--- src/rtl/sobel_pkg.sv ---
// Shared types and helpers for the Sobel scan controller.
package sobel_pkg;

  localparam int unsigned K_DEFAULT = 3;

  typedef enum logic [2:0] {
    StIdle,
    StLoadParam,
    StFill,
    StCalc,
    StWrite,
    StAdvance,
    StShiftCol,
    StDone
  } scan_state_e;

  // Pixel reads for one image: full fill at each window row, one column per later step.
  function automatic int unsigned reads_per_image(input int unsigned k, input int unsigned w,
                                                  input int unsigned h);
    if (w < k || h < k) return 0;
    return (h - k + 1) * (k * k + (w - k) * k);
  endfunction

endpackage

--- src/rtl/sobel_scan_counter.sv ---
// Window top-left position registers with end-of-row / end-of-image compares.
module sobel_scan_counter import sobel_pkg::*; #(
  parameter int unsigned K     = K_DEFAULT,
  parameter int unsigned DIM_W = 10
) (
  input  logic             clk,
  input  logic             rst,
  input  logic             clr,
  input  logic             inc_x,
  input  logic             inc_y,
  input  logic [DIM_W-1:0] img_w,
  input  logic [DIM_W-1:0] img_h,
  output logic [DIM_W-1:0] win_x,
  output logic [DIM_W-1:0] win_y,
  output logic             more_x,
  output logic             more_y
);

  localparam logic [DIM_W:0] KE = (DIM_W + 1)'(K);

  // One extra bit so win + K cannot wrap near the top of the coordinate range.
  assign more_x = ({1'b0, win_x} + KE) < {1'b0, img_w};
  assign more_y = ({1'b0, win_y} + KE) < {1'b0, img_h};

  always_ff @(posedge clk or posedge rst) begin
    if (rst) begin
      win_x <= '0;
      win_y <= '0;
    end else if (clr) begin
      win_x <= '0;
      win_y <= '0;
    end else if (inc_x) begin
      win_x <= win_x + DIM_W'(1);
    end else if (inc_y) begin
      win_x <= '0;
      win_y <= win_y + DIM_W'(1);
    end
  end

endmodule

--- src/rtl/sobel_scan_ctrl.sv ---
// Raster-order KxK window scan controller: sequences window reads, gradient calc and write-back.
module sobel_scan_ctrl import sobel_pkg::*; #(
  parameter int unsigned K      = K_DEFAULT,
  parameter int unsigned DIM_W  = 10,
  parameter int unsigned SLOT_W = 6
) (
  input  logic              clk,
  input  logic              rst,
  input  logic              start,
  input  logic              abort,
  input  logic [DIM_W-1:0]  img_w,
  input  logic [DIM_W-1:0]  img_h,
  output logic              rd_req,
  output logic [DIM_W-1:0]  rd_x,
  output logic [DIM_W-1:0]  rd_y,
  output logic [SLOT_W-1:0] rd_slot,
  input  logic              rd_done,
  output logic              win_shift,
  output logic              calc_req,
  input  logic              calc_done,
  output logic              wr_req,
  output logic [DIM_W-1:0]  wr_x,
  output logic [DIM_W-1:0]  wr_y,
  input  logic              wr_done,
  output logic              busy,
  output logic              image_done,
  output logic              param_err
);

  localparam int unsigned    IDX_W = $clog2(K);
  localparam logic [IDX_W-1:0] LAST = IDX_W'(K - 1);
  localparam logic [DIM_W:0]   KE   = (DIM_W + 1)'(K);

  scan_state_e      state;
  logic [DIM_W-1:0] w_lat, h_lat, win_x, win_y;
  logic [IDX_W-1:0] rd_col, rd_row;
  logic             more_x, more_y, dims_bad;
  logic             cnt_clr, cnt_inc_x, cnt_inc_y;

  assign dims_bad  = ({1'b0, w_lat} < KE) || ({1'b0, h_lat} < KE);
  assign cnt_clr   = (state == StLoadParam);
  assign cnt_inc_x = (state == StAdvance) && more_x && !abort;
  assign cnt_inc_y = (state == StAdvance) && !more_x && more_y && !abort;

  sobel_scan_counter #(
    .K    (K),
    .DIM_W(DIM_W)
  ) u_counter (
    .clk   (clk),
    .rst   (rst),
    .clr   (cnt_clr),
    .inc_x (cnt_inc_x),
    .inc_y (cnt_inc_y),
    .img_w (w_lat),
    .img_h (h_lat),
    .win_x (win_x),
    .win_y (win_y),
    .more_x(more_x),
    .more_y(more_y)
  );

  // Addresses are decoded from registered state and forced to zero while no request is open.
  assign rd_x    = rd_req ? win_x + DIM_W'(rd_col) : '0;
  assign rd_y    = rd_req ? win_y + DIM_W'(rd_row) : '0;
  assign rd_slot = rd_req ? SLOT_W'(rd_col) * SLOT_W'(K) + SLOT_W'(rd_row) : '0;
  assign wr_x    = wr_req ? win_x + DIM_W'(K / 2) : '0;
  assign wr_y    = wr_req ? win_y + DIM_W'(K / 2) : '0;

  assign win_shift  = (state == StAdvance) && more_x;
  assign image_done = (state == StDone);
  assign busy       = (state != StIdle);

  always_ff @(posedge clk or posedge rst) begin
    if (rst) begin
      state     <= StIdle;
      w_lat     <= '0;
      h_lat     <= '0;
      rd_col    <= '0;
      rd_row    <= '0;
      rd_req    <= 1'b0;
      calc_req  <= 1'b0;
      wr_req    <= 1'b0;
      param_err <= 1'b0;
    end else begin
      param_err <= 1'b0;
      if (abort && state != StIdle) begin
        state    <= StIdle;
        rd_req   <= 1'b0;
        calc_req <= 1'b0;
        wr_req   <= 1'b0;
      end else begin
        unique case (state)
          StIdle: begin
            if (start) begin
              w_lat <= img_w;
              h_lat <= img_h;
              state <= StLoadParam;
            end
          end
          StLoadParam: begin
            if (dims_bad) begin
              param_err <= 1'b1;
              state     <= StIdle;
            end else begin
              rd_col <= '0;
              rd_row <= '0;
              rd_req <= 1'b1;
              state  <= StFill;
            end
          end
          // A shift-column pass starts with rd_col at LAST, so it ends after one column.
          StFill, StShiftCol: begin
            if (rd_done) begin
              if (rd_row != LAST) begin
                rd_row <= rd_row + IDX_W'(1);
              end else begin
                rd_row <= '0;
                if (rd_col != LAST) begin
                  rd_col <= rd_col + IDX_W'(1);
                end else begin
                  rd_req   <= 1'b0;
                  calc_req <= 1'b1;
                  state    <= StCalc;
                end
              end
            end
          end
          StCalc: begin
            if (calc_done) begin
              calc_req <= 1'b0;
              wr_req   <= 1'b1;
              state    <= StWrite;
            end
          end
          StWrite: begin
            if (wr_done) begin
              wr_req <= 1'b0;
              state  <= StAdvance;
            end
          end
          StAdvance: begin
            rd_row <= '0;
            if (more_x) begin
              rd_col <= LAST;
              rd_req <= 1'b1;
              state  <= StShiftCol;
            end else if (more_y) begin
              rd_col <= '0;
              rd_req <= 1'b1;
              state  <= StFill;
            end else begin
              state <= StDone;
            end
          end
          StDone:  state <= StIdle;
          default: state <= StIdle;
        endcase
      end
    end
  end

endmodule

--- config.mk ---
export PLATFORM = sky130hd
export DESIGN_NAME = sobel_scan_ctrl
export DESIGN_NICKNAME = d
export VERILOG_FILES = /design/src/rtl/sobel_pkg.sv /design/src/rtl/sobel_scan_counter.sv /design/src/rtl/sobel_scan_ctrl.sv
export SDC_FILE = /design/constraint.sdc
export NUM_CORES = 1
export LEC_CHECK = 0
export CELL_PAD_IN_SITES_DETAIL_PLACEMENT = 2
export CELL_PAD_IN_SITES_GLOBAL_PLACEMENT = 2
export CORE_MARGIN = 1
export CORE_UTILIZATION = 35
export CTS_CLUSTER_SIZE = 8
export DETAILED_ROUTE_END_ITERATION = 6
export GPL_TIMING_DRIVEN = 0
export PLACE_DENSITY_LB_ADDON = 0.05
export SYNTH_ARGS = -nofsm -noshare
export SYNTH_HDL_FRONTEND = slang
export SYNTH_HIERARCHICAL = 1
export SYNTH_SLANG_ARGS = --single-unit
--- constraint.sdc ---
create_clock -name clk -period 5.4 [get_ports clk]
set_input_delay 0.81 -clock clk [delete_from_list [all_inputs] [get_ports clk]]
set_output_delay 0.81 -clock clk [all_outputs]
set_load 0.005 [all_outputs]
# [Yosys cells after proc, flatten, opt, wreduce, memory -nomap -nowiden]
# Cells that the tools add are included.
[totals] register_bits=51 in_bits=27 output_inout_bits=53 wordCells=128
[op_classes] n_addsub=9 multipliers=1 order_cmp=4 n_eq_ne=23 n_mux=53 n_bitwise=1 reduce_logical=26
[op_table] cell="10-bit 2-to-1 mux" n=10
[op_table] cell="3-bit 2-to-1 mux" n=9
[op_table] cell="10-bit by 2-bit adder with 11-bit output (second input constant)" n=2
[op_table] cell="11-bit by 10-bit < comparator with 1-bit output" n=2
[op_table] cell="3-bit inequality test (second input constant)" n=7
[op_table] cell="3-bit one-hot mux with 7 select lines" n=1
[op_table] cell="10-bit by 1-bit adder with 10-bit output (second input constant)" n=2
[op_table] cell="10-bit by 2-bit adder with 10-bit output" n=2
[op_table] cell="10-bit by 2-bit < comparator with 1-bit output (second input constant)" n=2
[op_table] cell="1-bit 2-to-1 mux" n=18
[op_table] cell="2-bit 2-to-1 mux" n=9
[op_table] cell="3-bit nonzero test" n=5
[op_table] cell="2-bit inequality test (second input constant)" n=7
[op_table] cell="3-bit equality test (second input constant)" n=4
[op_table] cell="2-bit one-hot mux with 3 select lines" n=2
[op_table] cell="6-bit AND reduction" n=2
[op_table] cell="7-bit AND reduction" n=1
[op_table] cell="3-bit by 2-bit equality test with 1-bit output (second input constant)" n=2
[op_table] cell="1-bit logical AND" n=6
[op_table] cell="3-bit AND reduction" n=2
[op_table] cell="4-bit by 2-bit adder with 5-bit output" n=1
[op_table] cell="5-bit 2-to-1 mux" n=1
[op_table] cell="5-bit AND reduction" n=1
[op_table] cell="2-bit by 1-bit adder with 2-bit output (second input constant)" n=2
[op_table] cell="other kinds (15)" n=17

# [Longest topological paths before layout]
# Gate-level depths: netlist of the first run.
[depth] ltp_word=9 mapped_depth=18 depth_no_buf=15

# [Cells and area by module]
# The synthesis of the first run kept the hierarchy.
[modules_own_cells] module="sobel_scan_ctrl" instances=1 cells_per_inst=280 area_each_um2=2621.3 seq_area_each_um2=775.7
[modules_own_cells] module="sobel_scan_counter" instances=1 cells_per_inst=222 area_each_um2=1814.2 seq_area_each_um2=500.5

# [Worst setup path before layout of the first run]
# Ideal clock, no wire load.
[synth_path] path_kind="register to register" start="register u_counter.win_y[0]" end="register u_counter.win_y[9]" setup_ns=0.078 arrival_ns=3.446 required_time_ns=5.322 slack_ns=1.876 stages_incl_launch_ff=17 n_path_buf=1 synth_period_minus_slack_ns=3.524 cell_sequence="dfrtp_1 -> inv_1 -> ha_1 -> nor2b_1 -> nand2_1 -> xnor2_1 -> ha_1 -> a21oi_1 -> and3_1 -> o21ai_0 -> a41oi_1 -> nor4bb_1 -> nor2b_2 -> buf_4 -> o211ai_2 -> or3_1 -> a21oi_1"
[synth_between] elab_chain_cells=6 word_cells_on_any_way=10 cone_classes="2 x add/sub; 1 x order compare; 3 x mux; 4 x reduce/logical"
[synth_rtl] element="from (decl)" line_no="sobel_scan_counter.sv:14" rtl="output logic [DIM_W-1:0] win_y,"
[synth_rtl] element="from (signal assigned)" line_no="sobel_scan_counter.sv:36" rtl="win_y <= win_y + DIM_W'(1);"
[synth_rtl] element="10-bit by 2-bit adder with 11-bit output" line_no="sobel_scan_counter.sv:23" rtl="assign more_y = ({1'b0, win_y} + KE) < {1'b0, img_h};"
[synth_rtl] element="11-bit by 10-bit < comparator with 1-bit output" line_no="sobel_scan_counter.sv:23"
[synth_rtl] element="named net more_y" line_no="sobel_scan_ctrl.sv:37" rtl="logic more_x, more_y, dims_bad;"
[synth_rtl] element="1-bit logical AND (2 in series)" line_no="sobel_scan_ctrl.sv:43" rtl="assign cnt_inc_y = (state == StAdvance) && !more_x && more_y && !abort;"
[synth_rtl] element="named net cnt_inc_y" line_no="sobel_scan_ctrl.sv:38" rtl="logic cnt_clr, cnt_inc_x, cnt_inc_y;"
[synth_rtl] element="2-bit nonzero test (no line)"
[synth_rtl] element="2-bit AND reduction (no line)"
# The timed path passes the listed nets, and every way through them passes these cells. The select of a mux whose other input is x is not followed.
# A chain may end at the register's enable or synchronous reset.

# [Final worst setup path of the first run]
# Same ends and word-level chain as after synthesis.

==> results.cfg, run 1 <==
[synth]
yosysMostFrequentCell = dfrtp_1
synth_area_mm2 = 0.00444
yosys.area.top_type = dfrtp_1
synth_area_per_cell_um2 = 8.84
synthCells = 502
synth_edf_count = 0
synth_warnings = 6
ys_types = 65
synth_common_cells = dfrtp_1, inv_1, nand2_1
ys_async_sr_fraction = 1.00
ys_seq_elements = 51
synth.yosys.seq_area_share = 0.288
synthFlopType = dfrtp_1
synth.top_cell.area_share = 0.288
synth_area_leaders = dfrtp_1, ha_1, xnor2_1

[sta]
whs_ps = 515
slew_headroom = 0.510
tns_ps = 0
rsz0062_at_grt = no
skew_ps = 6.45
setup_slack_ps = 1010
finalCriticalPeriod_ps = 4390
fmax_ghz = 0.228
hold_viol = 0
maxSlewViolCount = 0
finalSetupViolCount = 0
fin_crit_sh = 0.814
worstMarginPinSlew_ps = 734

[pwr]
seqPwrFrac = 0.366
switching_share = 0.401
vdd_drop_max_mv = 0.184
power_density_mw_per_mm2 = 315
clockPowerShare = 0.171
p_int_mw = 1.05
leakage_nw = 2.33
p_comb_frac = 0.463
p_sw_mw = 0.704

[die]
die_width_um = 115
start_util = 0.365
dieHeight_um = 115
ios = 80
fp.coreArea_mm2 = 0.0122
die_area_mm2 = 0.0131
rows = 40

[drt]
wl_per_cell_um = 17.3
avgViaCountPerCell = 5.26
via_count = 3973
antenna_left = 0
first_pass_iters = 4
wl_mm = 13.0
remaining_drc_errors = 0
initialDrtViolationCount = 123

[worst_setup_path]
endpoint = u_counter/win_y[9]
reg2reg_from = u_counter/win_y[0]
critical_path.max_fanout = 11
worstPathRequired_ps = 5610
cp-end-kind = register
worst_setup_path_start_kind = register
r2r_cells = 16
critical_path_class = reg -> reg
crit_start = u_counter/win_y[0]
r2r_setup_slack_ps = 1010
worst_ep_arrival_time_ps = 4600
r2r_end = u_counter/win_y[9]

[finish]
register_area_mm2 = 0.00128
fillers = 1338
multi_input_area_mm2 = 0.00286
finalInstanceArea_mm2 = 0.00557
nNetsFinal = 650
diodes = 0
syn_to_final_growth_pct = 25.6
drive_gt1_frac = 0.0835
utilization = 0.458

[clock_tree]
clk_latency_ps = 290
clk_path_buf_depth = 2
cts_tree = yes
post_cts_buffers = 0
cts_hold_buf = 0
cts_max_level = 2
cts-root-buf = clkbuf_16
clk_transition_reported_paths_ps = 70
cts_resized = 0
numCtsBuffers = 5
clock_sinks = 51

[placement]
dpl_cell_area_mm2 = 0.00542
port_buffers = 77
dpl.hpwl_mm = 10.3
dp_slack_ps = 997
place_congestion = 0.854

[grt]
antenna_found_initial = 0
grt_pass1_wl_mm = 21.7
grt_usage = 0.209
overflow = 0
grt_pass1_vias = 4211
grt_start_max_net_pins = 32

[worst_hold_path]
min-delay-start = w_lat[6]
min_path_type = reg -> reg

[job]
cap_viol_max_count = 0

[outcome]
status = finished clean
power by group through the flow:
stage          Sequential, mW  Clock (mW)  Combinational (mW)
2_1_floorplan           0.590           0               0.537
3_3_place_gp            0.635           0               0.760
3_5_place_dp            0.647           0               0.808
4_1_cts                 0.642       0.311               0.825
5_1_grt                 0.663       0.319               0.905
6_report                0.641       0.301               0.812
layer usage:
| layer | GRT usage | part of all wire |
|---|---|---|
| met1 | 0.277 | 0.48 |
| met5 | 0 | 0 |
| met2 | 0.374 | 0.49 |
| met3 | 0.0185 | 0.025 |
| met4 | 0.0364 | 0.0066 |
sequential cells by signal, indices dropped and copies added, names as in the netlist:
signal / cells
calc_req: 1
h_lat: 10
param_err: 1
rd_col: 2
rd_req: 1
rd_row: 2
state: 3
u_counter/win_x: 10
u_counter/win_y: 10
w_lat: 10
wr_req: 1
final cells by class:
cell class,instances,area share
Clock buffer,6,0.0231
Buffer,27,0.0294
Inverter,37,0.0249
Timing Repair Buffer,78,0.142
Tap cell,168,0.0377
Sequential cell,51,0.229
Multi-Input combinational cell,388,0.514
metrics by stage:
step | power, mW | instances
after CTS | 1.78 | 754
after detailed placement | 1.45 | 748
after floorplan | 1.13 | 503
after global routing | 1.89 | 755
after global placement | 1.39 | 748
final | 1.75 | 755
cells by family (layout without fill, tap and decap cells):
group | after synthesis | in the layout | synth area share
flops | 51 | 51 | 0.288
simple gates | 185 | 185 | 0.242
compound gates | 97 | 97 | 0.145
xor+xnor | 45 | 45 | 0.0889
buf+inv | 64 | 148 | 0.0683
other cells | 1 | 2 | 0.000845
mux | 24 | 24 | 0.0615
fa+ha+maj | 35 | 35 | 0.106
how the worst min path moves through the flow:
stage                          end  slack, ps  cells past startpoint
after floorplan           h_lat[0]        480                      1
after global placement    h_lat[4]        500                      1
after detailed placement  calc_req        500                      1
after CTS                 w_lat[6]        520                      1
after global routing      calc_req        540                      1
final                     w_lat[6]        520                      1
worst max-delay path: stages, from the launching register on:
cell	delay (ps)
dfrtp_1	640
inv_1	110
ha_1	250
nor2b_1	280
nand2_1	110
xnor2_1	140
ha_1	350
a21oi_1	150
and3_1	150
o21ai_0	80
a41oi_1	380
nor4bb_1	580
nor2b_2	250
buf_4	170
o211ai_2	140
or3_1	370
a21oi_1	150
cell usage in the layout, fill, tap and decap left out, types with 19 or more instances in the layout:
master / n
and2_1: 33
clkdlybuf4s50_1: 77
dfrtp_1: 51
ha_1: 31
inv_1: 36
mux2_1: 20
nand2_1: 36
nand3_1: 19
nor2_1: 23
o21ai_0: 28
xnor2_1: 30
(Power assumes the default switching activity.)
==> inputs of run 2 (changes only) <==
--- a/config.mk
+++ b/config.mk
@@ -8,7 +8,7 @@
 export CELL_PAD_IN_SITES_DETAIL_PLACEMENT = 2
 export CELL_PAD_IN_SITES_GLOBAL_PLACEMENT = 2
 export CORE_MARGIN = 1
-export CORE_UTILIZATION = 35
+export CORE_UTILIZATION = 32
 export CTS_CLUSTER_SIZE = 8
 export DETAILED_ROUTE_END_ITERATION = 6
 export GPL_TIMING_DRIVEN = 0
==> constraint.sdc (replaced) <==
create_clock -name clk -period 4.2 [get_ports clk]
set_input_delay 0.63 -clock clk [delete_from_list [all_inputs] [get_ports clk]]
set_output_delay 0.63 -clock clk [all_outputs]
set_load 0.005 [all_outputs]
==> results.cfg, run 2 (same netlist as run 1, synthesis figures left out) <==
[sta]
fin_crit_sh = 0.925
worstMarginPinSlew_ps = 743
maxSlewViolCount = 0
finalCriticalPeriod_ps = 3890
finalSetupViolCount = 0
fmax_ghz = 0.257
setup_slack_ps = 314
rsz0062_at_grt = no
skew_ps = 5.12
hold_viol = 0
slew_headroom = 0.504

[worst_setup_path]
worst_setup_path_start_kind = register
worstPathRequired_ps = 3570
path_cells = inv_1 -> ha_1 -> nor2_1 -> xor2_1 -> ha_1 -> a21o_1 -> a21oi_1 -> o21a_1 -> o211a_1 -> nand2_1 -> inv_1 -> clkdlybuf4s50_1
reg2reg_from = u_counter/win_y[0]
worst_ep_arrival_time_ps = 3260
critical_path_class = reg -> out
slowest_delay_ps = 540
r2r_setup_slack_ps = 320
critical-path-slowest-cell = dfrtp_2
critical_path.max_fanout = 13
cp-end-kind = primary output
r2r_end = u_counter/win_y[5]
r2r_cells = 16

[placement]
dpl_cell_area_mm2 = 0.00543
port_buffers = 77
dpl.hpwl_mm = 10.5
place_congestion = 0.835
dp_slack_ps = -271
dp.cells = 756

[die]
fp.coreArea_mm2 = 0.0134
ios = 80
rows = 42
dieHeight_um = 120
die_width_um = 120
start_util = 0.331
die_area_mm2 = 0.0143

[finish]
final_cells = 767
mostFrequentLayoutCells = clkdlybuf4s50_1, dfrtp_1, inv_1, nand2_1, and2_1
diodes = 0
nNetsFinal = 652
drive_gt1_frac = 0.103
fillers = 1516
syn_to_final_growth_pct = 27.7
utilization = 0.423
layout_commonest_cell = clkdlybuf4s50_1
finalInstanceArea_mm2 = 0.00566
register_area_mm2 = 0.00128
multi_input_area_mm2 = 0.00289

[pwr]
power_density_mw_per_mm2 = 407
leakage_nw = 2.36
power_mw = 2.31
vdd_drop_max_mv = 0.225

[drt]
initialDrtViolationCount = 143
avgViaCountPerCell = 5.16
wl_per_cell_um = 17.3
wl_mm = 13.3
remaining_drc_errors = 0
antenna_left = 0
first_pass_iters = 5
via_count = 3954

[clock_tree]
clock_sinks = 51
cts-root-buf = clkbuf_16
clk_transition_reported_paths_ps = 70
clk_latency_ps = 300
numCtsBuffers = 5
cts_max_level = 2
cts_tree = yes
clk_path_buf_depth = 2

[worst_hold_path]
min_path_cells = 1
min_path_type = reg -> reg
min-delay-start = calc_req
min_to = calc_req

[grt]
grt_start_max_net_pins = 32
overflow = 0
grt_usage = 0.196
grt_pass1_vias = 4297
antenna_found_initial = 0
grt_pass1_wl_mm = 22.4

[job]
cap_viol_max_count = 0

[outcome]
status = finished clean
run 2: worst max-delay path by stage:
stage	depth (start not counted)	slack [ps]	startpoint	end
after floorplan	16	680	u_counter/win_y[0]	u_counter/win_y[9]
after global placement	16	-150	u_counter/win_y[0]	u_counter/win_y[5]
after detailed placement	16	-270	u_counter/win_y[0]	u_counter/win_y[5]
after CTS	12	20	u_counter/win_x[0]	win_shift
after global routing	16	20	u_counter/win_y[0]	u_counter/win_y[5]
final	12	310	u_counter/win_x[0]	win_shift
run 2: cell type report:
type,instances,share of cell area
Clock buffer,7,0.0270
Clock inverter,1,0.00133
Multi-Input combinational cell,388,0.510
Sequential cell,51,0.226
Timing Repair Buffer,80,0.144
Inverter,37,0.0245
Tap cell,176,0.0389
Buffer,27,0.0289
run 2: layer usage:
layer / wire, µm / GRT usage
met4: 112 / 0.0430
met5: 0 / 0
met2: 6590 / 0.349
met3: 337 / 0.0204
met1: 6260 / 0.255
run 2: stage by stage:
stage          setup TNS, ps  hold slack (ps)
2_1_floorplan              0              481
3_3_place_gp            -340              501
3_5_place_dp            -791              500
4_1_cts                    0              521
5_1_grt                    0              543
6_report                   0              515
run 2: worst max-delay path: cells and delay by family, from the launching register on:
family,cells,cell delay (ps)
compound gates,4,690
buf+inv,3,700
xor+xnor,1,190
simple gates,2,290
fa+ha+maj,2,540
flops,1,540
run 2: where the power goes:
group	internal (mW)	leakage, nW	switching [mW]
Clock	0.254	0.0761	0.186
Sequential	0.635	0.651	0.187
Combinational	0.503	1.63	0.541
Total	1.39	2.36	0.914
run 2: repair_timing:
action / 4_1_cts / 5_1_grt
endpoints found under the setup margin: 7 / 8
endpoints found under the hold margin: 0 / 0
gates cloned: 0 / 0
buffers inserted: 0 / 2
gates resized for setup: 3 / 5
hold buffers: 0 / 0
pin swaps: 0 / 1
==> inputs of run 3 (changes only) <==
==> constraint.sdc (replaced) <==
create_clock -name clk -period 3.6 [get_ports clk]
set_input_delay 0.54 -clock clk [delete_from_list [all_inputs] [get_ports clk]]
set_output_delay 0.54 -clock clk [all_outputs]
set_load 0.005 [all_outputs]
==> results.cfg, run 3 (same netlist as run 1, synthesis figures left out) <==
[finish]
utilization = 0.447
mostFrequentLayoutCells = clkdlybuf4s50_1, dfrtp_1, inv_1, nand2_1, buf_4
layout_commonest_cell = clkdlybuf4s50_1
final_cells = 794
nNetsFinal = 679
diodes = 0
drive_gt1_frac = 0.184
syn_to_final_growth_pct = 35.1

[grt]
grt_usage = 0.203
overflow = 0
grt_start_max_net_pins = 32
grt_pass1_vias = 4360
grt_pass1_wl_mm = 23.0
antenna_found_initial = 0

[drt]
initialDrtViolationCount = 164
via_count = 4094
first_pass_iters = 4
antenna_left = 0
wl_mm = 14.1
avgViaCountPerCell = 5.16
remaining_drc_errors = 0
wl_per_cell_um = 17.7

[pwr]
vdd_drop_max_mv = 0.266
power_density_mw_per_mm2 = 454
leakage_nw = 2.51
power_mw = 2.72

[placement]
port_buffers = 77
place_congestion = 0.835
dp.cells = 756
dpl.hpwl_mm = 10.5

[sta]
skew_ps = 4.03
finalSetupViolCount = 0
maxSlewViolCount = 0
tns_ps = 0
worstMarginPinSlew_ps = 760
finalCriticalPeriod_ps = 3460
fmax_ghz = 0.289
fin_crit_sh = 0.961
hold_viol = 0
slew_headroom = 0.493

[worst_setup_path]
r2r_cells = 16
r2r_setup_slack_ps = 190
critical-path-slowest-cell = clkdlybuf4s50_1
worstPathRequired_ps = 3060
path_cells = inv_1 -> ha_4 -> nor2_2 -> xor2_1 -> ha_1 -> a21o_1 -> a21oi_1 -> o21a_1 -> o211a_1 -> nand2_2 -> inv_2 -> clkdlybuf4s50_1
slowest_delay_ps = 490
worst_ep_arrival_time_ps = 2920
critical_path.max_fanout = 4
critical_path_class = reg -> out
cp-end-kind = primary output
reg2reg_from = u_counter/win_y[0]
worst_setup_path_start_kind = register
r2r_end = u_counter/win_y[5]

[die]
dieHeight_um = 120
fp.coreArea_mm2 = 0.0134
die_area_mm2 = 0.0143
start_util = 0.331
ios = 80
rows = 42
die_width_um = 120

[clock_tree]
clk_latency_ps = 300
cts-root-buf = clkbuf_16
numCtsBuffers = 5
cts_tree = yes
cts_hold_buf = 0
clock_sinks = 51
cts_max_level = 2
clk_path_buf_depth = 2
clk_transition_reported_paths_ps = 70

[worst_hold_path]
min-delay-start = calc_req
min_path_cells = 1
min_path_type = reg -> reg
min_to = calc_req

[job]
cap_viol_max_count = 0

[outcome]
status = finished clean
run 3: how the worst max path moves through the flow:
stage                                   from            endpoint  slack, ps  depth (start not counted)
after floorplan           u_counter/win_y[0]  u_counter/win_y[9]         80                         16
after global placement    u_counter/win_y[0]  u_counter/win_y[5]       -750                         16
after detailed placement  u_counter/win_y[0]  u_counter/win_y[5]       -870                         16
after CTS                 u_counter/win_y[0]  u_counter/win_y[5]          7                         16
after global routing      u_counter/win_y[0]  u_counter/win_y[9]        -30                         16
final                     u_counter/win_x[1]           win_shift        140                         12
run 3: final cells by class:
class                   count  area [µm²]
multi-input cells         388        2990
clock buffers               7         153
plain buffers              26         168
inverters                  37         139
clock inverters             1        7.51
fillers                  1491        7410
flip-flops and latches     51        1290
repair buffers            108        1020
well taps                 176         220
run 3: per-layer routing:
layer,part of all wire,global-route usage
met4,0.012,0.0453
met5,0,0
met1,0.46,0.264
met2,0.50,0.359
met3,0.035,0.0219
run 3: per-stage QoR:
stage / worst slack, ps / instance area, µm² / hold WS [ps]
2_1_floorplan: 76.2 / 4440 / 481
3_3_place_gp: -746 / 5430 / 501
3_5_place_dp: -871 / 5430 / 500
4_1_cts: 7.07 / 5740 / 521
5_1_grt: -29.1 / 5990 / 543
6_report: 140 / 5990 / 515
run 3: worst max-delay path, delay by kind of cell (launching register included):
family | cells | cell delay [ps]
XOR/XNOR | 1 | 140
AO/OA/AOI/OAI | 4 | 690
flip-flops | 1 | 420
AND/OR/NAND/NOR | 2 | 150
adder cells (fa/ha/maj) | 2 | 500
buffers and inverters | 3 | 720
run 3: where the power goes:
group          internal (mW)  leakage, nW  switching, mW
logic                  0.601         1.80          0.660
registers              0.741        0.640          0.207
clock network          0.296       0.0761          0.216
run 3: timing repair:
item                                    in CTS  in global routing
endpoints found under the hold margin        0                  0
buffers inserted                            13                 17
endpoints found under the setup margin      23                 14
pin swaps                                    2                  5
resized for setup                           20                 24
